--- src/rtl/stopwatch_ctrl.sv ---
// Stopwatch control: three debounced push-buttons drive a four-state FSM
// (IDLE/RUN/PAUSE/LAP) plus the tick prescaler and clear pulse for the datapath.
module stopwatch_ctrl #(
   parameter int DEBOUNCE_CYCLES = 10000000,
   parameter int TICK_DIV        = 500000
) (
   input  logic       clk,
   input  logic       reset,
   input  logic       key_start_pause,
   input  logic       key_display_stop,
   input  logic       key_clear,
   output logic [1:0] state,
   output logic       count_en,
   output logic       tick,
   output logic       display_live,
   output logic       clear,
   output logic       led_run,
   output logic       led_disp
);

   localparam logic [1:0] ST_IDLE  = 2'b00;
   localparam logic [1:0] ST_RUN   = 2'b01;
   localparam logic [1:0] ST_PAUSE = 2'b10;
   localparam logic [1:0] ST_LAP   = 2'b11;

   localparam int K_START = 0;
   localparam int K_DISP  = 1;
   localparam int K_CLR   = 2;

   localparam int CNT_W = $clog2(DEBOUNCE_CYCLES + 1);
   localparam int SET_W = $clog2(DEBOUNCE_CYCLES + 3);
   localparam int PRE_W = $clog2(TICK_DIV + 1);

   localparam logic [CNT_W-1:0] CNT_MAX = CNT_W'(DEBOUNCE_CYCLES - 1);
   localparam logic [SET_W-1:0] SET_MAX = SET_W'(DEBOUNCE_CYCLES + 2);
   localparam logic [PRE_W-1:0] PRE_MAX = PRE_W'(TICK_DIV - 1);

   logic [2:0]       keys;
   logic [2:0]       sync1;
   logic [2:0]       sync2;
   logic [2:0]       deb;
   logic [2:0]       deb_prev;
   logic [2:0]       armed;
   logic [2:0]       press;
   logic [CNT_W-1:0] cnt [3];
   logic [SET_W-1:0] settle;
   logic             settle_done;
   logic [PRE_W-1:0] presc;
   logic [1:0]       nxt;
   logic             counting;
   logic             nxt_counting;

   assign keys        = {key_clear, key_display_stop, key_start_pause};
   assign settle_done = (settle == SET_MAX);

   // A key is armed only once it has been seen released after a full debounce
   // window following reset, so a key held through reset cannot fire on release.
   always_ff @(posedge clk) begin
      if (reset) begin
         sync1    <= '1;
         sync2    <= '1;
         deb      <= '1;
         deb_prev <= '1;
         armed    <= '0;
         press    <= '0;
         settle   <= '0;
         for (int i = 0; i < 3; i++) cnt[i] <= '0;
      end else begin
         sync1    <= keys;
         sync2    <= sync1;
         deb_prev <= deb;
         if (!settle_done) settle <= settle + 1'b1;
         for (int i = 0; i < 3; i++) begin
            if (sync2[i] != deb[i]) begin
               if (cnt[i] == CNT_MAX) begin
                  deb[i] <= ~deb[i];
                  cnt[i] <= '0;
               end else begin
                  cnt[i] <= cnt[i] + 1'b1;
               end
            end else begin
               cnt[i] <= '0;
            end
            armed[i] <= armed[i] | (settle_done & deb[i] & sync2[i]);
            press[i] <= armed[i] & deb_prev[i] & ~deb[i];
         end
      end
   end

   // Priority clear > start > display; losing presses are simply dropped.
   always_comb begin
      nxt = state;
      if (press[K_CLR]) begin
         nxt = ST_IDLE;
      end else if (press[K_START]) begin
         case (state)
            ST_IDLE:  nxt = ST_RUN;
            ST_RUN:   nxt = ST_PAUSE;
            ST_LAP:   nxt = ST_PAUSE;
            default:  nxt = ST_RUN;
         endcase
      end else if (press[K_DISP]) begin
         case (state)
            ST_RUN:   nxt = ST_LAP;
            ST_LAP:   nxt = ST_RUN;
            default:  nxt = state;
         endcase
      end
   end

   assign counting     = (state == ST_RUN) || (state == ST_LAP);
   assign nxt_counting = (nxt == ST_RUN) || (nxt == ST_LAP);

   always_ff @(posedge clk) begin
      if (reset) begin
         state        <= ST_IDLE;
         count_en     <= 1'b0;
         display_live <= 1'b1;
         led_run      <= 1'b0;
         led_disp     <= 1'b1;
         clear        <= 1'b0;
         tick         <= 1'b0;
         presc        <= '0;
      end else begin
         state        <= nxt;
         count_en     <= nxt_counting;
         display_live <= (nxt != ST_LAP);
         led_run      <= nxt_counting;
         led_disp     <= (nxt != ST_LAP);
         clear        <= press[K_CLR];
         tick         <= 1'b0;
         // Prescaler holds through PAUSE so resume keeps the tick phase.
         if (state == ST_IDLE || nxt == ST_IDLE) begin
            presc <= '0;
         end else if (counting) begin
            if (presc == PRE_MAX) begin
               presc <= '0;
               tick  <= 1'b1;
            end else begin
               presc <= presc + 1'b1;
            end
         end
      end
   end

endmodule

--- config.mk ---
export PLATFORM = sky130hd
export DESIGN_NAME = stopwatch_ctrl
export DESIGN_NICKNAME = d
export VERILOG_FILES = /design/src/rtl/stopwatch_ctrl.sv
export SDC_FILE = /design/constraint.sdc
export NUM_CORES = 1
export LEC_CHECK = 0
export CORE_MARGIN = 3
export CORE_UTILIZATION = 45
export CTS_BUF_LIST = sky130_fd_sc_hd__clkbuf_16
export DETAILED_ROUTE_END_ITERATION = 10
export GPL_TIMING_DRIVEN = 0
export REMOVE_ABC_BUFFERS = 1
export SYNTH_ARGS = -nofsm -noshare
export SYNTH_HDL_FRONTEND = slang
export SYNTH_SLANG_ARGS = --single-unit
--- constraint.sdc ---
create_clock -name clk -period 5.9 [get_ports clk]
set_clock_uncertainty 0.15 [all_clocks]
set_input_delay 1.18 -clock clk [delete_from_list [all_inputs] [get_ports clk]]
set_output_delay 1.18 -clock clk [all_outputs]
set_load 0.02 [all_outputs]
==> flow_metrics.tcl, run 1 <==
set metrics [dict create \
    synth_top_area_cell "edfxtp_1" \
    yosys_warnings 0 \
    hpwlAfterDp_mm 9.565 \
    vias 5593 \
    async_flop_share 0 \
    dr.pass1.iters 4 \
    fillerInstances 1393 \
    chipWidth_um 131.2 \
    viasPerCell 5.414 \
    cts.sinks 139 \
    setup_slack_ns 3.028 \
    synthTopCellsByCount "edfxtp_1, nor2_1, dfxtp_1" \
    leakagePower_nw 2.749 \
    fmax_mhz 348.2 \
    cts_tree "done" \
    synth_top_family_by_area "simple AND/OR/NAND/NOR gates" \
    dieArea_um2 17200 \
    hp-start "sync1[1]" \
    synthMuxAreaShare 0.004616 \
    use_met1 0.2118 \
    top_usage_layer "met2" \
    cp_top_family "compound AO/OA/AOI/OAI gates" \
    rrSetupSlack_ns 3.03 \
    grt_max_degree 45 \
    yosys-top-cells-area "edfxtp_1, dfxtp_1, xor2_1" \
    root_buffer "clkbuf_16" \
    cts_resized 0 \
    start_kind "flop" \
    seqCellArea_um2 3503 \
    slowest_delay_ns 1.05 \
    port_buffers 12 \
    cts_buffers 17 \
    fin_crit_sh 0.4868 \
    r2r_start "cnt[2][16]" \
    grt_pass1_wl_mm 24.49 \
    synth_area_um2 7048 \
    run_status "complete, no violations" \
    wirelength_mm 14.02 \
    routedWlPerCell_um 13.58 \
    clock_latency_ns 0.43 \
    critPathCaptureType "flop" \
    h-tree-depth 4 \
    yosysMostFrequentCell "edfxtp_1" \
    num_rows 45 \
    final_layout_size_suffix_gt1_frac 0.06204 \
    ant_nets 0 \
    post_cts_buffers 0 \
    drc 0 \
    path_class "reg -> reg" \
    crit_buf_inv 0 \
    tns_ns 0 \
    setup_violations 0 \
    rr_worst_depth 4 \
    met3_usage 0.04211 \
    crit_path_cell_trace "nor4b_1 > nand4_1 > o21ai_1 > nor2_1" \
    synth-xor-area-share 0.06959 \
    peakVddDrop_uv 208.8 \
    place.gp.congestion 0.8126 \
    boundaryPins 13 \
    use_met2 0.2840 \
    postLayoutCellArea_um2 8260 \
    clockBufferDepth 2 \
    syn2layout_area_growth_pct 17.20 \
    yosys.area_share.adder 0.01598 \
    diodes 0 \
    p_per_area_nw_per_um2 278.3 \
    grt_antenna_before_repair 0 \
    ys_types 54 \
    hold_end "sync2[1]" \
    worstMarginPinSlew_ns 1.160 \
    arrival_ns 2.84 \
    core_area_um2 15260 \
    slew_headroom 0.2213 \
    placed_area_um2 7591 \
    synth_compound_area_frac 0.1108 \
    hold_buffers 0 \
    grt-ovfl-total 0 \
    die_y_um 131.2 \
    synthSimpleGateAreaFrac 0.2702 \
    final_max_slew_viol_count 0 \
    clkTransAtPathRegs_ns 0.06 \
    finalCriticalPeriod_ns 2.872 \
    preCtsSetupSlack_ns 2.516 \
    synth_edf_count 72 \
    rr_endpoint "cnt[2][13]" \
    synthCells 735 \
    hold_class "reg -> reg" \
    synth.avg_cell_area_um2 9.589 \
    nNetsFinal 823 \
    multi_input_area_um2 3603 \
    track_usage 0.1690 \
    ys_ff_latch 139 \
    ys_dominant_reg_cell "edfxtp_1" \
    synth_top_area_frac 0.3068 \
    first_iter_violations 281 \
    holdPathStages 1 \
    critPathMaxFanout 15 \
    start_util 0.4619 \
    worst_path_max_delay_cell "o21ai_1" \
    ys_seq_area_frac 0.4971 \
    cap_violations 0 \
    cp.required_ns 5.87 \
    rsz0062_at_grt "false" \
    final-hold-violation-count 0 \
    grt_pass1_vias 5418 \
]
-- sequential cells by signal, indices dropped and copies added (netlist names) --
| register | flops |
|---|---|
| deb | 3 |
| state | 2 |
| press | 3 |
| deb_prev | 3 |
| led_run | 1 |
| presc | 19 |
| sync2 | 3 |
| led_disp | 1 |
| clear | 1 |
| cnt | 72 |
| tick | 1 |
| armed | 3 |
| sync1 | 3 |
| settle | 24 |
-- per-stage QoR --
step	instances	total power, W	util	hold slack (ns)
2_1_floorplan	777	0.001122	-	0.2395
3_3_place_gp	1000	0.001143	0.4965	0.2419
3_5_place_dp	1001	0.001145	0.4975	0.2436
4_1_cts	1033	0.002327	0.5414	0.2552
5_1_grt	1033	0.002382	0.5414	0.2673
6_report	1033	0.002298	0.5414	0.2551
-- worst max path at each step --
stage / start / end / slack [ns] / depth (start not counted)
after global placement: reset / cnt[1][11] / 1.21 / 5
after global routing: cnt[2][16] / cnt[2][13] / 2.79 / 4
after CTS: reset / cnt[1][10] / 2.97 / 5
after floorplan: cnt[0][18] / cnt[0][10] / 3.18 / 4
after detailed placement: reset / cnt[1][10] / 2.52 / 5
final: cnt[2][16] / cnt[2][13] / 3.03 / 4
-- worst reg2reg max path, cell delays in order, from the launching register on --
cell      delay (ns)
edfxtp_1        0.46
nor4b_1         0.36
nand4_1         0.42
o21ai_1         1.05
nor2_1          0.14
-- cells by family after synthesis --
family                     count (synthesis)
DFF                                      139
adders and majority gates                  9
and+or+nand+nor                          341
buffers and inverters                     55
other                                      1
AOI/OAI and AO/OA                        131
xor gates and xnor gates                  56
muxes                                      3
-- per-layer routing --
| metal | up-vias | share of wire |
|---|---|---|
| li1 | 2829 | - |
| met1 | 2640 | 0.47 |
| met2 | 103 | 0.48 |
| met3 | 21 | 0.034 |
| met4 | 0 | 0.018 |
| met5 | - | 0 |
-- layout by cell type (no fill, tap or decap), types with 2 or more instances in the layout --
master / n
o21ai_0: 33
xor2_1: 31
nand4b_1: 3
nor4_1: 9
and2_1: 8
bufinv_16: 2
nor4bb_1: 2
nor3b_1: 2
clkinv_2: 4
nor2_1: 70
xnor2_1: 25
nand3_1: 44
dfxtp_1: 67
and4_1: 16
nand2b_1: 2
or3_1: 29
nor3_1: 20
a21oi_1: 51
clkinv_1: 2
nand4_1: 29
o21a_1: 6
edfxtp_1: 72
clkdlybuf4s50_1: 11
inv_1: 26
nor2b_1: 3
nor4b_1: 8
clkbuf_16: 23
o311ai_0: 3
and3_1: 14
o22ai_1: 4
o211ai_1: 2
o31ai_1: 18
conb_1: 72
ha_1: 9
or4_1: 24
nand2_1: 44
or2_2: 9
mux2_2: 2
-- report_power, final --
group          switching, W  internal (W)  total (W)  leakage (nW)
Clock              0.000404      0.000769    0.00117         0.335
Sequential        0.0000291       0.00104    0.00107          1.28
Combinational     0.0000343     0.0000217  0.0000560          1.13
-- layout make-up --
class / count / area share
sequential: 139 / 0.4241
inverter: 26 / 0.01181
tap: 211 / 0.03196
clock buffer: 23 / 0.06968
clock inverter: 9 / 0.01136
timing repair buffer: 13 / 0.01484
multi-input combinational: 612 / 0.4362
Note: power is estimated with default switching activity, not from simulation.
==> run 2: changes to the inputs <==
Clock period 5.9 ns to 2.52 ns, I/O delays scaled along.
==> flow_metrics.tcl, run 2 (synthesis gave the netlist of run 1 again) <==
set metrics [dict create \
    clkTransAtPathRegs_ns 0.06 \
    ant_nets 0 \
    boundaryPins 13 \
    vias 5653 \
    grt_pass1_wl_mm 24.91 \
    utilization 0.5504 \
    leakagePower_nw 2.807 \
    largest_register_ff_count 72 \
    slew_headroom 0.4813 \
    cts.sinks 139 \
    wirelength_mm 14.52 \
    hold_class "reg -> reg" \
    diodes 0 \
    dr.pass1.iters 4 \
    met3_length_um 507 \
    crit_path_cell_trace "nand3_1 > or4_1 > or4_4 > a21oi_2" \
    num_rows 45 \
    p_per_area_nw_per_um2 642.0 \
    grt_pass1_vias 5455 \
    cp.required_ns 2.65 \
    h-tree-depth 4 \
    dr.max_layer_used "met4" \
    final_max_slew_viol_count 0 \
    fmax_mhz 416.1 \
    run_status "complete, no violations" \
    routedWlPerCell_um 13.96 \
    grt_antenna_before_repair 0 \
    final-hold-violation-count 0 \
    worstMarginPinSlew_ns 0.7781 \
    core_area_um2 15260 \
    critPathMaxFanout 10 \
    path_class "reg -> reg" \
    top_register "cnt" \
    final_cell_mix "edfxtp_1, conb_1, nor2_1" \
    rsz0062_at_grt "false" \
    arrival_ns 2.53 \
    root_buffer "clkbuf_16" \
    clockBufferDepth 2 \
    die_y_um 131.2 \
    clock_latency_ns 0.42 \
    start_kind "flop" \
    wl_met1_mm 6.810 \
    cts_tree "done" \
    start_util 0.4619 \
    chipWidth_um 131.2 \
    slowest_delay_ns 0.75 \
    hpwlAfterDp_mm 9.565 \
    peakVddDrop_uv 487.5 \
    finalCriticalPeriod_ns 2.403 \
    tns_ns 0 \
    port_buffers 12 \
    setup_violations 0 \
    final_layout_size_suffix_gt1_frac 0.07479 \
    viasPerCell 5.436 \
    fin_crit_sh 0.9537 \
    grt_max_degree 45 \
    dieArea_um2 17200 \
    syn2layout_area_growth_pct 19.15 \
    grt-ovfl-total 0 \
    place_inst 1001 \
    place.gp.congestion 0.8126 \
    fillerInstances 1374 \
    wl_met2_mm 6.929 \
    top_regs "cnt: 72 flops, settle: 24 flops, presc: 19 flops" \
    worst_path_max_delay_cell "or4_1" \
    hold_buffers 0 \
    critPathCaptureType "flop" \
    track_usage 0.1724 \
    drc 0 \
    cap_violations 0 \
    final_cells 1040 \
    nNetsFinal 830 \
    first_iter_violations 327 \
    cts_buffers 17 \
    rrSetupSlack_ns 0.12 \
]
## run 2: cell types whose count changed in the layout (fill, tap and decap cells not counted), moves of 2 or more
| cell | delta |
|---|---|
| o21bai_4 | +2 |
| buf_4 | +3 |
| buf_12 | +2 |
| o21ai_4 | +3 |
## run 2: path summary, 6_finish.rpt
| path | startpoint | end | depth (start not counted) |
|---|---|---|---|
| hold reg to reg | sync1[1] | sync2[1] | 1 |
| hold / removal | sync1[1] | sync2[1] | 1 |
| setup / recovery | cnt[0][6] | cnt[0][21] | 4 |
| setup reg to reg | cnt[0][6] | cnt[0][21] | 4 |
## run 2: area by class of cell
cell class	instances	area, um2	area share
well taps	211	264.0	0.03144
inverters	26	97.59	0.01162
clock buffers	23	575.6	0.06853
repair buffers	18	185.2	0.02205
flip-flops and latches	139	3503	0.4172
multi-input cells	614	3679	0.4380
clock inverters	9	93.84	0.01117
## run 2: critical path: cells and delay by family, from the launching register on
| family | cells | cell delay, ns |
|---|---|---|
| AO/OA/AOI/OAI | 1 | 0.14 |
| flip-flops | 1 | 0.44 |
| AND/OR/NAND/NOR | 3 | 1.54 |
## run 2: timing repair
action / CTS / global route
buffers inserted: 0 / 5
cloned: 2 / 0
setup endpoints to repair: 60 / 59
resized for setup: 6 / 3
pin swaps: 1 / 3
## run 2: per-stage QoR
step	hold WS [ns]	instance area, um2	setup slack, ns	power [W]
after global placement	0.2419	7576	-1.495	0.002676
after global routing	0.2633	8398	0.02048	0.005591
final	0.2550	8398	0.1167	0.005392
after CTS	0.2552	8322	0.002225	0.005452
after floorplan	0.2395	7192	-0.1961	0.002628
after detailed placement	0.2436	7591	-0.3834	0.002682
## run 2: where the power goes
| group | switching (W) | internal (W) |
|---|---|---|
| logic | 0.0000841 | 0.0000572 |
| registers | 0.0000684 | 0.00244 |
| clock network | 0.000945 | 0.00180 |
| total | 0.00110 | 0.00429 |
## run 2: routing by layer
layer  up-vias  global-route usage
met5         -                   0
met4         0             0.06301
met3        24             0.04250
met2       108              0.2909
met1      2674              0.2152
li1       2847                   -
==> run 3: changes to the inputs <==
Settings changed: ABC_CLOCK_PERIOD_IN_PS set to 2520.
==> results of run 3 <==
The final DEF is identical to that of run 2; final timing and power are the same.
